`config.mk`:
```
export PLATFORM = sky130hd
export DESIGN_NAME = stream_fork_reg
export DESIGN_NICKNAME = d
export VERILOG_FILES = /design/src/rtl/stream_fork_reg.sv
export SDC_FILE = /design/constraint.sdc
export NUM_CORES = 1
export LEC_CHECK = 0
export ABC_AREA = 1
export CAP_MARGIN = 30
export CORE_UTILIZATION = 40
export DETAILED_ROUTE_END_ITERATION = 6
export GPL_ROUTABILITY_DRIVEN = 0
export PLACE_DENSITY = 0.8
export SYNTH_ARGS = -nofsm -noshare
export SYNTH_HDL_FRONTEND = slang
export SYNTH_SLANG_ARGS = --single-unit
```
`constraint.sdc`:
```
create_clock -name clk -period 3.7 [get_ports clk]
set_input_delay 0.555 -clock clk [delete_from_list [all_inputs] [get_ports clk]]
set_output_delay 0.555 -clock clk [all_outputs]
set_load 0.01 [all_outputs]
```
`src/rtl/stream_fork_reg.sv`:
```
// stream_fork_reg: one-entry registered 1-to-N_OUT stream fork.
// Each accepted beat carries a destination mask. It is held in a single
// register until every selected output has taken its copy. Outputs may
// accept in different cycles. The input valid never feeds the output valids
// combinationally. The output readies do feed a_ready, which allows
// back-to-back beats.
module stream_fork_reg #(
    parameter int DATA_BW = 8,
    parameter int N_OUT   = 3
) (
    input  logic               clk,
    input  logic               rst,
    input  logic [DATA_BW-1:0] a_data,
    input  logic [N_OUT-1:0]   a_mask,
    input  logic               a_valid,
    output logic               a_ready,
    output logic [DATA_BW-1:0] m_data,
    output logic [N_OUT-1:0]   m_valid,
    input  logic [N_OUT-1:0]   m_ready,
    output logic               busy
);

    // Holding register: occupancy flag, payload, and outputs still owed the beat.
    logic               full_q;
    logic [DATA_BW-1:0] data_q;
    logic [N_OUT-1:0]   pend_q;

    logic [N_OUT-1:0]   m_fire;
    logic               a_fire;
    logic               done;

    // Outputs are forced idle while reset is high, even before the reset edge
    // has cleared the held beat.
    assign m_data  = data_q;
    assign m_valid = rst ? '0 : ({N_OUT{full_q}} & pend_q);
    assign busy    = ~rst & full_q;

    assign m_fire  = m_valid & m_ready;

    // done: every copy still owed is handed over in this cycle, so the slot
    // frees up and a new beat can load in the same cycle without a bubble.
    assign done    = full_q & ((pend_q & ~m_fire) == '0);
    assign a_ready = ~rst & (~full_q | done);
    assign a_fire  = a_valid & a_ready;

    // Holding-register update: load, drop, retire, or clear delivered bits.
    // NOTE: sequential state uses non-blocking (<=) so every register samples
    // the pre-edge values, independent of statement order.
    always_ff @(posedge clk) begin
        if (rst) begin
            full_q <= 1'b0;
            pend_q <= '0;
            data_q <= '0;
        end else if (a_fire && (a_mask != '0)) begin
            data_q <= a_data;
            pend_q <= a_mask;
            full_q <= 1'b1;
        end else if (a_fire) begin
            // A beat with an empty mask is consumed and discarded. data_q
            // keeps the last delivered payload.
            full_q <= 1'b0;
            pend_q <= '0;
        end else if (done) begin
            full_q <= 1'b0;
            pend_q <= '0;
        end else begin
            pend_q <= pend_q & ~m_fire;
        end
    end

endmodule

```
; ---- Word-level counts from Yosys, hierarchy flattened
; Index checks and enable logic that the tools add are counted.
[classes]
n_mux = 7
n_bitwise = 11
reduce_logical = 4
[op_table]
columns = operator, count
row1 = 3-bit 2-to-1 mux, 4
row2 = 3-bit bitwise AND, 3
row3 = 3-bit nonzero test, 2
row4 = 1-bit bitwise AND, 4
row5 = 3-bit logical NOT, 1
row6 = 1-bit 2-to-1 mux, 3
row7 = 3-bit NOT, 1
row8 = 1-bit NOT, 2
row9 = 1-bit logical AND, 1
row10 = 1-bit bitwise OR, 1
[totals]
reg_bits = 12

; ---- Depth between registers and ports, before layout
; Gate-level depths: netlist (run 1).
[logic_depth]
ltp_word = 12
depth_mapped = 10
mapped_depth_nobuf = 9

; ---- Worst setup path after synthesis (run 1)
; No wires, ideal clock.
[synth_timing]
path_kind = input to output
start = in rst
end = out a_ready
t_arrival_ns = 1.077
t_required_ns = 3.145
path_slack_ns = 2.068
cell_stages = 5
n_path_buf = 0
path_cell_list = inv_4 > nand3_1 > nand2_1 > nand3_2 > a21oi_1
[synth_via]
elab_chain_len = 8
word_cells_on_any_way = 9
cone_classes = mux: 1 / bitwise: 7 / reduce/logical: 1
[synth_rtl]
columns = element, line
row1 = "start, declared", 12  ; input logic rst,
row2 = 3-bit 2-to-1 mux, 35  ; assign m_valid = rst ? '0 : ({N_OUT{full_q}} & pend_q);
row3 = 3-bit bitwise AND, 38  ; assign m_fire = m_valid & m_ready;
row4 = 3-bit NOT, 42  ; assign done = full_q & ((pend_q & ~m_fire) == '0);
row5 = 3-bit bitwise AND, 42
row6 = 3-bit logical NOT, 42
row7 = 1-bit bitwise AND, 42
row8 = 1-bit bitwise OR, 43  ; assign a_ready = ~rst & (~full_q | done);
row9 = 1-bit bitwise AND *, 43
row10 = "end, declared", 16  ; output logic a_ready,
; Every way passes the cells marked *; elsewhere a longest branch is shown, timed or not.

; ---- Final worst setup path (run 1)
; Same ends and word-level chain as after synthesis.

==> impl_metrics.ini, run 1 <==
[status]
status = finished, final reports clean

[routing]
drc = 0
via_per_inst = 4.515
drt_pass1_iterations = 4
wire_per_inst_um = 8.978
wirelength_um = 1203
route.antenna.remaining_nets = 0
vias = 605
drtIter0Drc = 12

[worst_setup_path]
cp_top_family = buffers and inverters
cp_slowest_cell = clkdlybuf4s50_1
crit_path_end_kind = output pin
crit_top_cell = clkdlybuf4s50_1
startpoint_type = primary input
worstPathCellList = clkdlybuf4s50_1 -> inv_4 -> nand3_1 -> nand2_1 -> nand3_2 -> a21oi_1 -> clkdlybuf4s50_1
crit_path_max_incr_delay_ns = 0.55
path_max_fanout = 16
critPathArrivalTime_ns = 2.29
critPathRequiredTime_ns = 3.14
critPathKind = primary input to output pin
critPathBufInv = 3

[global_route]
grt_pass1_wl_um = 1683
grt_max_degree = 19
grt_pass1_vias = 425
grtUsageTotal_pct = 16.22
grt_overflow = 0
antenna_found_initial = 0

[yosys]
netlist_instances = 89
synth.avg_cell_area_sq_um = 6.762
ys_seq_area_share_pct = 39.92
ys_types = 15
synthesis.nets = 106
yosysWarnings = 0
synth_area_sq_um = 601.8
synth.ff_latch_count = 12

[timing]
hold_viol_final = 0
skew_ns = 0.008288
post-route-min-period_ns = 2.848
maxSlewHeadroom_pct = 80.29
drv_slew = 0
final-setup-viol-count = 0
fmax_mhz = 351.1
post-route-period-util_pct = 76.97
grt_setup_unrepaired = false
worst_pin_slew_ns = 0.2948
hold_slack_ns = 0.5127
tns_ns = 0

[power_and_ir_drop]
p_clk_share_pct = 32.7
p_sw_uw = 80.10
power.density_mw_per_mm2 = 349.2
swShare_pct = 25.25
intPower_uw = 237.1
sequentialPowerShare_pct = 45.5
combPwrFrac_pct = 21.8
leakagePower_nw = 0.4306
ir_drop_mv = 0.2409

[clock_tree]
cts_max_path_buffers = 2
cts_buffers = 3
htreeDepth = 1
post_cts_buffers = 0
clkSinkCount = 12
cts-root-buf = clkbuf_4
cts_tree = done
clock_latency_ns = 0.28
ctsResizeCount = 0
cts_hold_buf = 0
cts.reportedPaths.clkPinSlew_ns = 0.08

[floorplanning]
die_y_um = 40.79
start_util_pct = 44.58
die_w_um = 40.79
coreArea_sq_mm = 0.001350
ioPinCount = 30
dieArea_sq_mm = 0.001664
num_rows = 13

[finish]
antenna_cells = 0
layout-drive-gt1-share_pct = 7.563
fillerInstances = 123
final_cells = 134
fin_nets = 137
area_growth_pct = 50.94
postLayoutCoreUtil_pct = 67.28
most-common-layout-cells = clkdlybuf4s50_1 (29), nand2_1 (28), nor2_1 (22)
multiInputGateArea_sq_um = 275.3
layout_commonest_cell = clkdlybuf4s50_1
register_area_sq_um = 240.2

[min_path]
hp-class = register to register

[run]
max-cap-violations = 0

[placed_design]
portBuffers = 29
dp_cells = 130
dpl.hpwl_um = 942.5
[state kept, by name, indices dropped and copies added, names as in the netlist]
signal  cells
full_q      1
pend_q      3
m_data      8
[through the flow]
step | instance area (sq um) | total power [mW] | worst slack (ns)
CTS | 908.4 | 0.3229 | 0.8508
global placement | 872.1 | 0.2163 | 0.8840
floorplan | 601.8 | 0.1828 | 2.068
global route | 908.4 | 0.3358 | 0.7310
finish | 908.4 | 0.3172 | 0.8522
detailed placement | 872.1 | 0.2173 | 0.8522
[cells by family (layout without fill, tap and decap cells)]
kind of cell	after synthesis	count (layout)	synth area share (%)
compound gates	4	4	3.950
buf+inv	15	45	14.35
flops	12	12	39.92
simple gates	58	58	41.79
[worst reg2reg max path, cell delays in order, from the launching register on]
cell and delay [ns]:
dfxtp_1 0.49, nand3_1 0.15, nand2_1 0.09, nand3_2 0.07, nand2_2 0.10, nand4_4 0.22
nor2_1 0.16, nor2_1 0.06
[cell type report]
cell class / count / share of cell area, %
Timing Repair Buffer: 29 / 31.96
Multi-Input combinational cell: 62 / 30.30
Sequential cell: 12 / 26.45
Inverter: 12 / 5.234
Clock buffer: 4 / 3.994
Tap cell: 15 / 2.066
[synthesized netlist by cell type (all sizes together)]
library cell | count | share of area, %
a21oi | 1 | 0.83
buf | 1 | 1.9
clkbuf | 2 | 4.6
dfxtp | 12 | 40
inv | 12 | 7.9
nand2 | 29 | 19
nand3 | 5 | 5.0
nand4 | 2 | 4.6
nor2 | 22 | 14
o21ai | 3 | 3.1
[layer usage]
metal,GRT usage (%),part of all wire [%]
met1,19.74,44
met2,22.27,49
met3,8.152,4.8
met4,10.00,2.6
met5,0,0
[power by group through the flow]
stage / clock [mW] / combinational, mW / sequential, mW
4_1_cts: 0.108 / 0.0702 / 0.144
2_1_floorplan: 0 / 0.0339 / 0.149
3_5_place_dp: 0 / 0.0698 / 0.147
5_1_grt: 0.113 / 0.0772 / 0.146
6_report: 0.104 / 0.0691 / 0.144
3_3_place_gp: 0 / 0.0690 / 0.147
[worst paths after layout]
kind / startpoint / to / slack (ns) / depth (start not counted)
worst max-delay path: rst / a_ready / 0.85 / 7
worst min-delay path: m_data[4]$_SDFFE_PP0P_ / m_data[4]$_SDFFE_PP0P_ / 0.51 / 4
worst max register to register: full_q$_SDFFE_PP0P_ / m_data[7]$_SDFFE_PP0P_ / 2.24 / 7
worst min register to register: m_data[4]$_SDFFE_PP0P_ / m_data[4]$_SDFFE_PP0P_ / 0.51 / 4
Power figures use the tool's default switching activity.
==> run 2: changes to the inputs <==
--- a/config.mk
+++ b/config.mk
@@ -7,10 +7,10 @@
 export LEC_CHECK = 0
 export ABC_AREA = 1
 export CAP_MARGIN = 30
-export CORE_UTILIZATION = 40
+export CORE_UTILIZATION = 38
 export DETAILED_ROUTE_END_ITERATION = 6
 export GPL_ROUTABILITY_DRIVEN = 0
-export PLACE_DENSITY = 0.8
+export PLACE_DENSITY = 0.76
 export SYNTH_ARGS = -nofsm -noshare
 export SYNTH_HDL_FRONTEND = slang
 export SYNTH_SLANG_ARGS = --single-unit
==> constraint.sdc (replaced) <==
create_clock -name clk -period 2.8 [get_ports clk]
set_input_delay 0.42 -clock clk [delete_from_list [all_inputs] [get_ports clk]]
set_output_delay 0.42 -clock clk [all_outputs]
set_load 0.01 [all_outputs]
==> impl_metrics.ini, run 2 (synthesis gave the netlist of run 1 again) <==
[finish]
final_cells = 134
most-common-layout-cells = clkdlybuf4s50_1 (29), nand2_1 (28), nor2_1 (22)
layout-drive-gt1-share_pct = 7.563
fin_area_sq_um = 902.1
antenna_cells = 0
postLayoutCoreUtil_pct = 65.25
fillerInstances = 118
largest_register_ffs = 8
area_growth_pct = 49.90
layout_commonest_cell = clkdlybuf4s50_1
fin_nets = 138

[clock_tree]
cts_tree = done
ctsResizeCount = 0
cts_buffers = 3
cts_max_path_buffers = 2
htreeDepth = 1
clkSinkCount = 12
post_cts_buffers = 0
cts.reportedPaths.clkPinSlew_ns = 0.07
cts-root-buf = clkbuf_4
clock_latency_ns = 0.26
cts_hold_buf = 0

[global_route]
grt_pass1_vias = 544
antenna_found_initial = 0
grt_overflow = 0
grt_pass1_wl_um = 2214
grtUsageTotal_pct = 16.40
grt_max_degree = 19

[worst_setup_path]
crit_path_max_incr_delay_ns = 0.54
rr_startpoint = full_q$_SDFFE_PP0P_
critPathRequiredTime_ns = 2.38
cp_top_family = buffers and inverters
r2r_cells = 7
rrSetupSlack_ns = 1.27
cp_slowest_cell = clkdlybuf4s50_1
worstPathCellList = clkdlybuf4s50_1 -> inv_4 -> nand3_1 -> nand2_1 -> nand3_2 -> a21oi_1 -> clkdlybuf4s50_1
startpoint = rst
critPathBufInv = 3
path_depth = 7
critPathKind = primary input to output pin
cp-endpoint = a_ready
rr_endpoint = m_data[0]$_SDFFE_PP0P_
path_max_fanout = 16
critPathArrivalTime_ns = 2.06
startpoint_type = primary input
crit_path_end_kind = output pin
crit_top_cell = clkdlybuf4s50_1

[routing]
drt_pass1_iterations = 4
drc = 0
drtIter0Drc = 3
route.antenna.remaining_nets = 0
wire_per_inst_um = 9.545
wirelength_um = 1279
vias = 616
via_per_inst = 4.597

[timing]
hold_slack_ns = 0.5166
final-setup-viol-count = 0
post-route-min-period_ns = 2.482
setup_ws_ns = 0.3176
post-route-period-util_pct = 88.66
fmax_mhz = 402.8
hold_viol_final = 0
maxSlewHeadroom_pct = 80.35
grt_setup_unrepaired = false
drv_slew = 0
worst_pin_slew_ns = 0.2943
tns_ns = 0
skew_ns = 0.002536

[run]
max-cap-violations = 0

[placed_design]
placed_area_sq_um = 879.6
dp_cells = 131
portBuffers = 29
dp_slack_ns = 0.3259
dpl.hpwl_um = 985.6

[floorplanning]
coreArea_sq_mm = 0.001383
start_util_pct = 43.53
die_w_um = 41.80
die_y_um = 41.80
dieArea_sq_mm = 0.001747
num_rows = 13
ioPinCount = 30

[power_and_ir_drop]
power_uw = 385.5
leakagePower_nw = 0.4282
ir_drop_mv = 0.3143
power.density_mw_per_mm2 = 427.4

[min_path]
hp-class = register to register

[status]
status = finished, final reports clean
run 2: cell count changes in the layout (fill, tap and decap cells not counted):
cell / delta
buf_4: +1
clkbuf_8: -1
run 2: worst min path at each step:
stage                     cells after the start                     end                    from
after floorplan                               2    pend_q[0]$_SDFF_PP0_    pend_q[0]$_SDFF_PP0_
after global placement                        4  m_data[5]$_SDFFE_PP0P_  m_data[5]$_SDFFE_PP0P_
after detailed placement                      2    pend_q[0]$_SDFF_PP0_    pend_q[0]$_SDFF_PP0_
after CTS                                     2    pend_q[0]$_SDFF_PP0_    pend_q[0]$_SDFF_PP0_
after global routing                          2    pend_q[0]$_SDFF_PP0_    pend_q[0]$_SDFF_PP0_
final                                         4  m_data[5]$_SDFFE_PP0P_  m_data[5]$_SDFFE_PP0P_
run 2: worst min-delay path: stages, from the launching register on:
cell and delay [ns]:
dfxtp_1 0.31, inv_1 0.05, nand2_1 0.04, nand2_1 0.05, nor2_1 0.03
run 2: power by group:
| part | internal [mW] | total, mW | leakage, nW | switching (mW) |
|---|---|---|---|---|
| clock network | 0.0497 | 0.101 | 0.0138 | 0.0515 |
| registers | 0.183 | 0.191 | 0.0989 | 0.00778 |
| logic | 0.0520 | 0.0934 | 0.316 | 0.0414 |
| total | 0.285 | 0.386 | 0.428 | 0.101 |
run 2: layout make-up:
type                       count  area, sq um  share of cell area (%)
clock buffer                   3        22.52                   2.497
tap                           15        18.77                   2.080
multi-input combinational     62        275.3                   30.51
timing repair buffer          30        297.8                   33.01
inverter                      12        47.55                   5.270
sequential                    12        240.2                   26.63
run 2: per-layer routing:
layer  global-route usage [%]  vias up  part of all wire, %
li1                         -      327                    -
met1                    20.00      271                   46
met2                    25.31       16                   49
met3                    6.522        2                  4.0
met4                    7.097        0                  1.3
met5                        0        -                    0
==> run 3: changes to the inputs <==
==> config.mk (replaced) <==
export PLATFORM = sky130hd
export DESIGN_NAME = stream_fork_reg
export DESIGN_NICKNAME = d
export VERILOG_FILES = /design/src/rtl/stream_fork_reg.sv
export SDC_FILE = /design/constraint.sdc
export NUM_CORES = 1
export LEC_CHECK = 0
export CAP_MARGIN = 30
export CELL_PAD_IN_SITES_DETAIL_PLACEMENT = 2
export CELL_PAD_IN_SITES_GLOBAL_PLACEMENT = 2
export CORE_UTILIZATION = 20
export DETAILED_ROUTE_END_ITERATION = 6
export PLACE_DENSITY_LB_ADDON = 0.1
export SYNTH_ARGS = -nofsm -noshare
export SYNTH_HDL_FRONTEND = slang
export SYNTH_SLANG_ARGS = --single-unit
==> impl_metrics.ini, run 3 <==
[finish]
most-common-layout-cells = clkdlybuf4s50_1 (29), dfxtp_1 (12), nand2_1 (10)
multiInputGateArea_sq_um = 332.8
layout_commonest_cell = clkdlybuf4s50_1
antenna_cells = 0
fin_nets = 121
largest_register_ffs = 8
fillerInstances = 333
layout-drive-gt1-share_pct = 7.843
area_growth_pct = 59.92
register_area_sq_um = 240.2

[timing]
final-setup-viol-count = 0
drv_slew = 0
post-route-period-util_pct = 94.85
maxSlewHeadroom_pct = 33.90
grt_setup_unrepaired = false
skew_ns = 0.003673
worst_pin_slew_ns = 0.9848
tns_ns = 0
hold_slack_ns = 0.4686
post-route-min-period_ns = 2.656
fmax_mhz = 376.5
hold_viol_final = 0

[power_and_ir_drop]
ir_drop_mv = 0.2199
leakagePower_nw = 0.3806
power.density_mw_per_mm2 = 408.1

[worst_setup_path]
crit_top_cell = clkdlybuf4s50_1
crit_path_end_kind = output pin
worstPathCellList = clkdlybuf4s50_1 -> buf_4 -> inv_1 -> a21oi_1 -> o41ai_2 -> and2_1 -> clkdlybuf4s50_1
path_max_fanout = 4
critPathArrivalTime_ns = 2.24
crit_path_max_incr_delay_ns = 0.53
startpoint_type = primary input
critPathKind = primary input to output pin
cp_slowest_cell = clkdlybuf4s50_1
critPathRequiredTime_ns = 2.38

[floorplanning]
die_y_um = 56.74
dieArea_sq_mm = 0.003219
coreArea_sq_mm = 0.002805
num_rows = 19
ioPinCount = 30
die_w_um = 56.74
start_util_pct = 21.36

[yosys]
synth_edf_count = 0
yosysTopAreaCellShare_pct = 40.08
synth.avg_cell_area_sq_um = 8.441
synth.area.top_cells = dfxtp_1 (40%), o311ai_1 (12%), nand4_1 (8.4%), nand2_1 (6.3%), and2_1 (4.2%)
yosysMostFrequentCell = dfxtp_1
ys_seq_area_share_pct = 40.08
yosys.area.top_type = dfxtp_1
synth_area_sq_um = 599.3
netlist_top_cells_count = dfxtp_1 (12), nand2_1 (10), nand4_1 (8), o311ai_1 (8)
ys_types = 22
netlist_instances = 71
async_flop_share_pct = 0
synthFlopType = dfxtp_1
yosysWarnings = 0
synthesis.nets = 88
synth.ff_latch_count = 12

[global_route]
grt_max_degree = 14
antenna_found_initial = 0
grt_pass1_wl_um = 3505
grtUsageTotal_pct = 14.64
grt_overflow = 0
grt_pass1_vias = 711

[routing]
route.antenna.remaining_nets = 0
vias = 713
via_per_inst = 5.361
drt_pass1_iterations = 6
drc = 2
wire_per_inst_um = 16.30
wirelength_um = 2168
drtIter0Drc = 7

[clock_tree]
clkSinkCount = 12
cts_tree = done
cts_max_path_buffers = 2
cts.reportedPaths.clkPinSlew_ns = 0.08
cts-root-buf = clkbuf_4
htreeDepth = 1
clock_latency_ns = 0.27
post_cts_buffers = 0
cts_buffers = 3

[placed_design]
dpl.hpwl_um = 1576
portBuffers = 29
place_congestion = 0.7480

[status]
status = finished with violations
violations = DRC

[min_path]
hp-class = register to register

[run]
max-cap-violations = 0
-- run 3: cell types whose count changed after synthesis, sizes merged, moves of 2 or more --
| cell | change |
|---|---|
| nor2b | +2 |
| and2 | +4 |
| a221o | +2 |
| o21ai | -2 |
| nand2 | -19 |
| inv | -9 |
| a21oi | +3 |
| o311ai | +8 |
| nor2 | -22 |
| nand4 | +6 |
-- run 3: kinds of logic after synthesis --
kind of cell | count (synthesis) | share of synthesized area [%]
and+or+nand+nor | 33 | 29.86
AOI/OAI and AO/OA | 19 | 25.68
DFF | 12 | 40.08
buffers and inverters | 7 | 4.383
-- run 3: critical path: cells and delay by family --
kind / cells / cell delay (ns)
buffers and inverters: 4 / 1.17
AOI/OAI and AO/OA: 2 / 0.47
and+or+nand+nor: 1 / 0.18
-- run 3: per-stage QoR --
| step | utilization, % | cells | power, mW | setup slack (ns) | cell area (sq um) |
|---|---|---|---|---|---|
| global route | 34.17 | 133 | 0.4161 | 0.05101 | 958.4 |
| CTS | 34.17 | 133 | 0.4016 | 0.06247 | 958.4 |
| detailed placement | 33.36 | 130 | 0.2896 | 0.06273 | 935.9 |
| floorplan | - | 71 | 0.2296 | 1.074 | 599.3 |
| global placement | 33.36 | 130 | 0.2885 | 0.1532 | 935.9 |
| finish | 34.17 | 133 | 0.3911 | 0.1441 | 958.4 |
-- run 3: final timing paths --
check | startpoint | to | slack [ns] | cells after the start
worst max-delay path | rst | a_ready | 0.14 | 7
worst min-delay path | m_data[2]$_SDFFE_PP0P_ | m_data[2]$_SDFFE_PP0P_ | 0.47 | 2
worst max register to register | pend_q[2]$_SDFF_PP0_ | pend_q[1]$_SDFF_PP0_ | 1.10 | 4
worst min register to register | m_data[2]$_SDFFE_PP0P_ | m_data[2]$_SDFFE_PP0P_ | 0.47 | 2
-- run 3: area by class of cell --
class	instances	area share [%]
multi-input cells	52	34.73
inverters	3	1.175
clock buffers	3	2.350
well taps	31	4.047
repair buffers	32	32.64
flip-flops and latches	12	25.07
-- run 3: power breakdown --
group          total, mW  internal [mW]  switching, mW  leakage, nW
clock              0.106         0.0497         0.0562       0.0138
combinational     0.0941         0.0534         0.0406        0.268
sequential         0.191          0.183        0.00808       0.0989
total              0.391          0.286          0.105        0.381
-- run 3: per-layer routing --
layer / vias to the layer above / global-route usage, % / routed length, um / share of wire (%)
li1: 342 / - / - / -
met1: 342 / 18.40 / 1022 / 47
met2: 25 / 24.83 / 1025 / 47
met3: 4 / 2.074 / 92 / 4.2
met4: 0 / 6.272 / 27 / 1.2
met5: - / 0 / 0 / 0
-- run 3: timing repair --
| item | 4_1_cts | 5_1_grt |
|---|---|---|
| gates resized for setup | 0 | 0 |
| endpoints found under the hold margin | 0 | 0 |
| hold buffers | 0 | 0 |
| setup endpoints to repair | 0 | 1 |
